--- config.mk ---
export PLATFORM = sky130hd
export DESIGN_NAME = lc3b_mem_arbiter
export DESIGN_NICKNAME = d
export VERILOG_FILES = /design/src/rtl/lc3b_mem_arbiter.sv
export SDC_FILE = /design/constraint.sdc
export NUM_CORES = 1
export LEC_CHECK = 0
export ABC_AREA = 1
export CORE_ASPECT_RATIO = 1.75
export CORE_MARGIN = 1
export CORE_UTILIZATION = 40
export DETAILED_ROUTE_END_ITERATION = 7
export PLACE_DENSITY = 0.86
export SYNTH_ARGS = -nofsm -noshare
export SYNTH_HDL_FRONTEND = slang
export SYNTH_SLANG_ARGS = --single-unit
--- constraint.sdc ---
create_clock -name clk -period 4.1 [get_ports clk]
set_input_delay 0.41 -clock clk [delete_from_list [all_inputs] [get_ports clk]]
set_output_delay 0.41 -clock clk [all_outputs]
set_load 0.01 [all_outputs]
--- src/rtl/lc3b_mem_arbiter.sv ---
// ============================================================================
// Module   : lc3b_mem_arbiter
// Purpose  : Two-port (fetch/data) arbiter onto one physical memory port.
// Revision : 1.0
// ============================================================================
`default_nettype none

module lc3b_mem_arbiter #(
  parameter int MAX_WAIT = 4
) (
  input  logic        clk,
  input  logic        rst_n,
  input  logic        i_read,
  input  logic [15:0] i_address,
  output logic [15:0] i_rdata,
  output logic        i_resp,
  input  logic        d_read,
  input  logic        d_write,
  input  logic [1:0]  d_wmask,
  input  logic [15:0] d_address,
  input  logic [15:0] d_wdata,
  output logic [15:0] d_rdata,
  output logic        d_resp,
  output logic        pmem_read,
  output logic        pmem_write,
  output logic [1:0]  pmem_wmask,
  output logic [15:0] pmem_address,
  output logic [15:0] pmem_wdata,
  input  logic [15:0] pmem_rdata,
  input  logic        pmem_resp
);

  localparam int WAIT_W = (MAX_WAIT < 1) ? 1 : $clog2(MAX_WAIT + 1);
  localparam logic [WAIT_W-1:0] WAIT_LIMIT = WAIT_W'(MAX_WAIT);

  typedef enum logic [1:0] {
    IDLE   = 2'd0,
    I_BUSY = 2'd1,
    D_BUSY = 2'd2
  } state_t;

  state_t            state;
  state_t            state_next;
  logic [WAIT_W-1:0] wait_cnt;
  logic [15:0]       addr_q;
  logic [15:0]       wdata_q;
  logic [1:0]        wmask_q;
  logic              write_q;
  logic              data_req;
  logic              grant_i;
  logic              grant_d;

  // Fetch only beats data once it has lost MAX_WAIT grants in a row.
  assign data_req = d_read | d_write;
  assign grant_i  = (state == IDLE) & i_read & (~data_req | (wait_cnt == WAIT_LIMIT));
  assign grant_d  = (state == IDLE) & data_req & ~grant_i;

  always_comb begin
    state_next = state;
    case (state)
      IDLE: begin
        if (grant_i)      state_next = I_BUSY;
        else if (grant_d) state_next = D_BUSY;
      end
      I_BUSY, D_BUSY: begin
        if (pmem_resp) state_next = IDLE;
      end
      default: state_next = IDLE;
    endcase
  end

  always_ff @(posedge clk or negedge rst_n) begin
    if (!rst_n) begin
      state    <= IDLE;
      wait_cnt <= '0;
      addr_q   <= '0;
      wdata_q  <= '0;
      wmask_q  <= '0;
      write_q  <= 1'b0;
    end else begin
      state <= state_next;
      if (grant_i) begin
        wait_cnt <= '0;
        addr_q   <= i_address;
        wdata_q  <= '0;
        wmask_q  <= '0;
        write_q  <= 1'b0;
      end else if (grant_d) begin
        if (i_read && (wait_cnt != WAIT_LIMIT)) wait_cnt <= wait_cnt + WAIT_W'(1);
        addr_q  <= d_address;
        wdata_q <= d_wdata;
        wmask_q <= d_wmask;
        // A simultaneous read+write request is carried out as a write.
        write_q <= d_write;
      end
    end
  end

  assign pmem_read    = (state == I_BUSY) | ((state == D_BUSY) & ~write_q);
  assign pmem_write   = (state == D_BUSY) & write_q;
  assign pmem_address = addr_q;
  assign pmem_wdata   = wdata_q;
  assign pmem_wmask   = wmask_q;

  assign i_resp  = pmem_resp & (state == I_BUSY);
  assign d_resp  = pmem_resp & (state == D_BUSY);
  assign i_rdata = pmem_rdata;
  assign d_rdata = pmem_rdata;

endmodule

`default_nettype wire

==> metrics.txt, run 1 <==
most common cell in the netlist=nand2_1; EDFF count, synth=0; Fin. Hold Viols=0; post-CTS repair timing setup buffer count=0; gr ovfl total=0; CTS clk-pin slew, worst paths=around 0.080 ns; die width=59.21 um; Yosys cell types=18; Post-Synthesis Cells=roughly 290; Post-layout nets=between 400 and 500; Pwr Total=~0.0021 W; Area Growth Syn to Fin=36.21%; Worst path max stage delay=0.54 ns; type of destination of the critical path=register; flop and latch count out of synthesis=40; Slew HR=between 40% and 50%; CP most frequent cell=nand2_1; CP Max Fanout=40; drt initial violations=54; fraction of the yosys area taken by sequential cells=43.69%; Metal-1 WL=roughly 2.0 mm; worst path arrival time=2.45 ns; Yosys Warn Count=0; register-to-register setup slack=between 1.5 and 2 ns; met3 WL post-DR=between 200 and 250 um; H-Tree Depth=2; Max VDD drop=0.0003135 V; Final Critical Period=2.220 ns; TritonCTS Buffers=5; static leakage=1.531 nW; RSZ-0062 raised after global routing=false; fin util=56.32%; status=completed; drt wl/cell=12.43 um; Finished Layout Cells=~420; clk sink count=40; core area=around 5500 um2; final setup fails=0; CP Launch Point=state[0]$_DFFE_PN0P_; HP Class=in -> async; Die Area=6046 um2; initial antenna violation count=0; Max Fclk=approximately 450 MHz; Antenna Nets Post-Route=0; Die H=between 100 and 150 um; final worst-path cycle share=between 50% and 60%; row count=36; async set or reset register ratio after synthesis=between 90% and 100%; remaining routing DRC violations=0; post-DR vias/cell=4.600; setup TNS=0 ns; area share of the largest cell type after synthesis=a little over two fifths; placed insts=410; worst r2r src=state[0]$_DFFE_PN0P_; ys flop type=dfrtp_1; Post-Syn Nets=between 300 and 400; Root Driver=clkbuf_8; largest net degree at the start of global routing=between 40 and 50; total track usage=18.48%; Via Count=1923; PortBufs=93; WL final=about 5.2 mm; worst reg2reg path endpoint=pmem_address[12]$_DFFE_PN0P_; syn avg cell area=between 8 and 9 um2; post-CTS sizing=0; GPL Wtd Cong=roughly 0.76; post-DP HPWL=approximately 3.8 mm; max cap viols=0; global-route wire length before repair=around 8.4 mm; Yosys top cell by area=dfrtp_1; DRT Pass-1 Iters=4; num ports=142; Clock Latency Late Sink=approximately 0.29 ns; Clock Path Buffers=2; initial core utilization=between 40% and 50%; pins over their slew limit=0; Worst EP required=4.33 ns; fraction of layout instances using a drive strength above 1=under 10%; crit path kind=reg -> reg; diodes inserted=0; worst r2r path cells=8; Synth Cell Area=between 2000 and 2500 um2; top sig layer=met4; fill cell count=approximately 530; Crit-path slowest cell=nand2_2; Worst Clk Skew=0.001080 ns; met2 WL post-DR=~2.8 mm; worst path cell trace=inv_1 -> ha_1 -> nand2_1 -> inv_2 -> nand2_2 -> o21ai_1 -> nand2_1 -> nand2_1; top cells by count, synth=nand2_1 (101), dfrtp_1 (40), buf_4 (34), inv_1 (28), nand3_1 (22); Startpoint Class=register; Worst Tran Pin Value=0.8977 ns; top cells by area, synth=dfrtp_1 (44%), nand2_1 (17%), buf_4 (11%); number of global-route vias before repair=just under 2000; TritonCTS clock tree=done; power per cell area=~700 nW/um2; hold_buf cts=0
## registers in the layout, indices dropped and copies added, names as in the netlist
| name | count |
|---|---|
| pmem_address | 16 |
| state | 2 |
| pmem_wmask | 2 |
| pmem_wdata | 16 |
| wait_cnt | 3 |
| write_q | 1 |
## placed cells by master (no fill, tap or decap)
master and count:
nand2_1 101, clkdlybuf4s50_1 92, dfrtp_1 40, inv_1 28, nand3_1 22, nand3b_1 16, o21ai_1 11, o21ai_2 7
clkbuf_8 7, ha_1 5, o21ai_4 2, inv_2 2, nand2_2 2, o21ai_0 2, o21bai_1 1, nor2_1 1
a21oi_1 1, bufinv_16 1, buf_2 1
## power breakdown
group | leakage, nW | total, W | internal (W) | switching (W)
Sequential | 0.494 | 0.000696 | 0.000586 | 0.000110
Clock | 0.0645 | 0.000352 | 0.000215 | 0.000137
Combinational | 0.972 | 0.00108 | 0.000520 | 0.000555
Total | 1.53 | 0.00212 | 0.00132 | 0.000802
## critical path, delay by kind of cell, from the launching register on
family / cells / cell delay, ns
DFF: 1 / 0.41
AOI/OAI and AO/OA: 1 / 0.27
and+or+nand+nor: 4 / 0.78
adders and majority gates: 1 / 0.32
buffers and inverters: 2 / 0.38
## routing by layer
layer | GRT usage [%] | up-vias
met5 | 0 | -
met4 | 10.26 | 0
met3 | 2.911 | 24
met2 | 33.97 | 69
met1 | 19.26 | 866
li1 | - | 964
## per-stage QoR
step / area (um2) / hold slack [ns] / setup WS [ns]
2_1_floorplan: 2291 / 0.1144 / 2.721
3_3_place_gp: 2994 / 0.4604 / 1.733
3_5_place_dp: 2994 / 0.4637 / 1.636
4_1_cts: 3120 / 0.2653 / 1.851
5_1_grt: 3120 / 0.3215 / 1.622
6_report: 3120 / 0.2448 / 1.880
## worst max path at each step
stage,slack (ns),end,cells after the start
global placement,1.73,pmem_address[2]$_DFFE_PN0P_,6
CTS,1.85,wait_cnt[0]$_DFFE_PN0P_,7
floorplan,2.72,write_q$_DFFE_PN0P_,8
detailed placement,1.64,wait_cnt[0]$_DFFE_PN0P_,5
global route,1.62,pmem_address[15]$_DFFE_PN0P_,8
finish,1.88,pmem_address[12]$_DFFE_PN0P_,8
## cell type report
type                    count  area, um2  share of cell area [%]
repair buffers             93      925.9                   29.67
multi-input cells         171      859.6                   27.55
inverters                  30      112.6                   3.609
clock buffers               7      96.34                   3.087
flip-flops and latches     40       1001                   32.08
well taps                  76      95.09                   3.047
clock inverters             1      30.03                  0.9623
## kinds of logic after synthesis
logic type               after synthesis  synth area share, %
AND/OR/NAND/NOR                      142                27.31
adder cells (fa/ha/maj)                5                2.731
AO/OA/AOI/OAI                         24                7.482
flip-flops                            40                43.69
buffers and inverters                 74                18.79
Note: power is estimated with default switching activity, not from simulation.
==> inputs of run 2 (changes only) <==
CORE_UTILIZATION = 37   (was 40)
PLACE_DENSITY = 0.81   (was 0.86)
clock period = 2.15 ns   (was 4.1 ns; I/O delays follow)
==> metrics.txt, run 2 (synthesized netlist as in run 1, its figures left out) <==
Pint=0.002530 W (+92%); largest net degree at the start of global routing=41 (unchanged); CP Max Fanout=3 (-93%); fill cell count=607 (+14%); commonest non-fill, non-tap cells in the layout=nand2_1 (101), clkdlybuf4s50_1 (92), dfrtp_1 (40); power per cell area=1290 nW/um2 (+90%); die width=61.48 um (+3.8%); PortBufs=93 (unchanged); Clock Latency Late Sink=0.28 ns (about the same); Post-layout nets=423 (+1.2%); Logic pwr share=52.7% (+2.0 points); post-DR vias/cell=4.591 (-0.21%); crit path kind=reg -> out; Root Driver=clkbuf_8; worst r2r path cells=9 (+1); post-DP HPWL=4.244 mm (+11%); static leakage=1.556 nW (+1.7%); commonest non-fill, non-tap cell in the layout=nand2_1; Pwr Total=0.004086 W (+92%); sw frac=38.07% (+0.29 points); Cell Area, Placed=3059 um2 (+2.2%); global-route wire length before repair=8.970 mm (+6.6%); post-CTS repair timing setup buffer count=0 (unchanged); final setup margin=0.2612 ns (-1.618 ns); initial core utilization=38.66% (-2.7 points); Antenna Nets Post-Route=0 (unchanged); core area=5926 um2 (+7.0%); drt wl/cell=12.99 um (+4.5%); RSZ-0062 raised after global routing=false; status=completed; Worst Tran Pin Value=0.9003 ns (+0.002577 ns); Final Critical Period=between 1.5 and 2 ns; number of global-route vias before repair=2006 (+3.6%); Max Fclk=about 530 MHz; pre-CTS setup slack=0.4483 ns (-1.188 ns); initial antenna violation count=0 (unchanged); final setup fails=0 (unchanged); H-Tree Depth=2 (unchanged); worst r2r src=state[1]$_DFFE_PN0P_; WL final=5.521 mm (+6.3%); row count=37 (+2.8%); Via Count=1951 (+1.5%); Clock Path Buffers=2 (unchanged); Worst Clk Skew=0.003947 ns (+0.002866 ns); TritonCTS Buffers=5 (unchanged); total track usage=18.37% (-0.11 points); type of destination of the critical path=output pin; Die Area=6523 um2 (+7.9%); Slew HR=39.98% (-0.17 points); setup TNS=0 ns (unchanged); max cap viols=0 (unchanged); Startpoint Class=register; final worst-path cycle share=87.85%; num ports=142 (unchanged); Critical Path End=pmem_read; worst hold slack=0.05801 ns (-0.1867 ns); Fin. Hold Viols=0 (unchanged); remaining routing DRC violations=0 (unchanged); diodes inserted=0 (unchanged); Seq pwr share=32.7% (about the same); TritonCTS clock tree=done; power share of the clock group=14.6% (-2.0 points); Die H=106.1 um (+3.9%); clk sink count=40 (unchanged); HP Class=in -> async; design area=3167 um2 (+1.5%); register-to-register setup slack=0.49 ns (-1.39 ns); CP Launch Point=state[0]$_DFFE_PN0P_; GPL Wtd Cong=0.7338 (-3.0%); post-CTS sizing=0 (unchanged); gr ovfl total=0 (unchanged); Worst EP required=1.93 ns (-2.40 ns); CTS clk-pin slew, worst paths=0.07 ns (about the same); Area Growth Syn to Fin=38.23%; drt initial violations=72 (+33%); Net Sw Power=0.001556 W (+94%); worst path arrival time=1.67 ns (-0.78 ns); Max VDD drop=0.0004682 V (+49%); hold_buf cts=0 (unchanged); fraction of layout instances using a drive strength above 1=7.493% (+1.1 points); DRT Pass-1 Iters=4 (unchanged); pins over their slew limit=0 (unchanged); worst reg2reg path endpoint=pmem_address[14]$_DFFE_PN0P_
[run 2: power by group through the flow]
stage	Sequential, W	Clock [W]	Combinational [W]
after CTS	0.00134	0.000619	0.00219
after floorplan	0.00146	0	0.00105
after global routing	0.00137	0.000644	0.00241
after detailed placement	0.00135	0	0.00218
after global placement	0.00134	0	0.00211
final	0.00134	0.000598	0.00215
[run 2: how the worst min path moves through the flow]
stage                     start  slack, ns  cells past startpoint                           to
after detailed placement  rst_n       0.39                      1         state[0]$_DFFE_PN0P_
after global routing      rst_n       0.11                      1   pmem_wdata[11]$_DFFE_PN0P_
final                     rst_n       0.06                      1         state[0]$_DFFE_PN0P_
after CTS                 rst_n       0.07                      1   pmem_wdata[13]$_DFFE_PN0P_
after floorplan           rst_n      -0.08                      0  pmem_address[0]$_DFFE_PN0P_
after global placement    rst_n       0.38                      1         state[0]$_DFFE_PN0P_
[run 2: stage by stage]
stage / cells / utilization [%]
floorplan: 285 / -
global placement: 417 / 51.63
detailed placement: 417 / 51.63
CTS: 425 / 53.44
global route: 425 / 53.44
finish: 425 / 53.44
[run 2: layer usage]
layer	share of wire [%]	wire length (um)	vias to the layer above	global-route usage, %
met5	0	0	-	0
met4	4.0	219	0	10.48
met3	5.3	291	26	3.528
met2	55	3049	59	32.10
met1	36	1960	893	19.32
li1	-	-	973	-
[run 2: cell type report]
| type | instances | area, um2 | share of cell area, % |
|---|---|---|---|
| clock buffers | 6 | 72.57 | 2.292 |
| clock inverters | 2 | 35.03 | 1.106 |
| inverters | 30 | 112.6 | 3.556 |
| multi-input cells | 171 | 859.6 | 27.14 |
| flip-flops and latches | 40 | 1001 | 31.61 |
| well taps | 78 | 97.59 | 3.082 |
| repair buffers | 98 | 988.4 | 31.21 |
[run 2: worst max-delay path, stage by stage (launching register included)]
cell and delay, ns:
dfrtp_1 0.40, inv_1 0.09, ha_1 0.19, inv_1 0.05, o21bai_1 0.11, clkdlybuf4s50_1 0.55
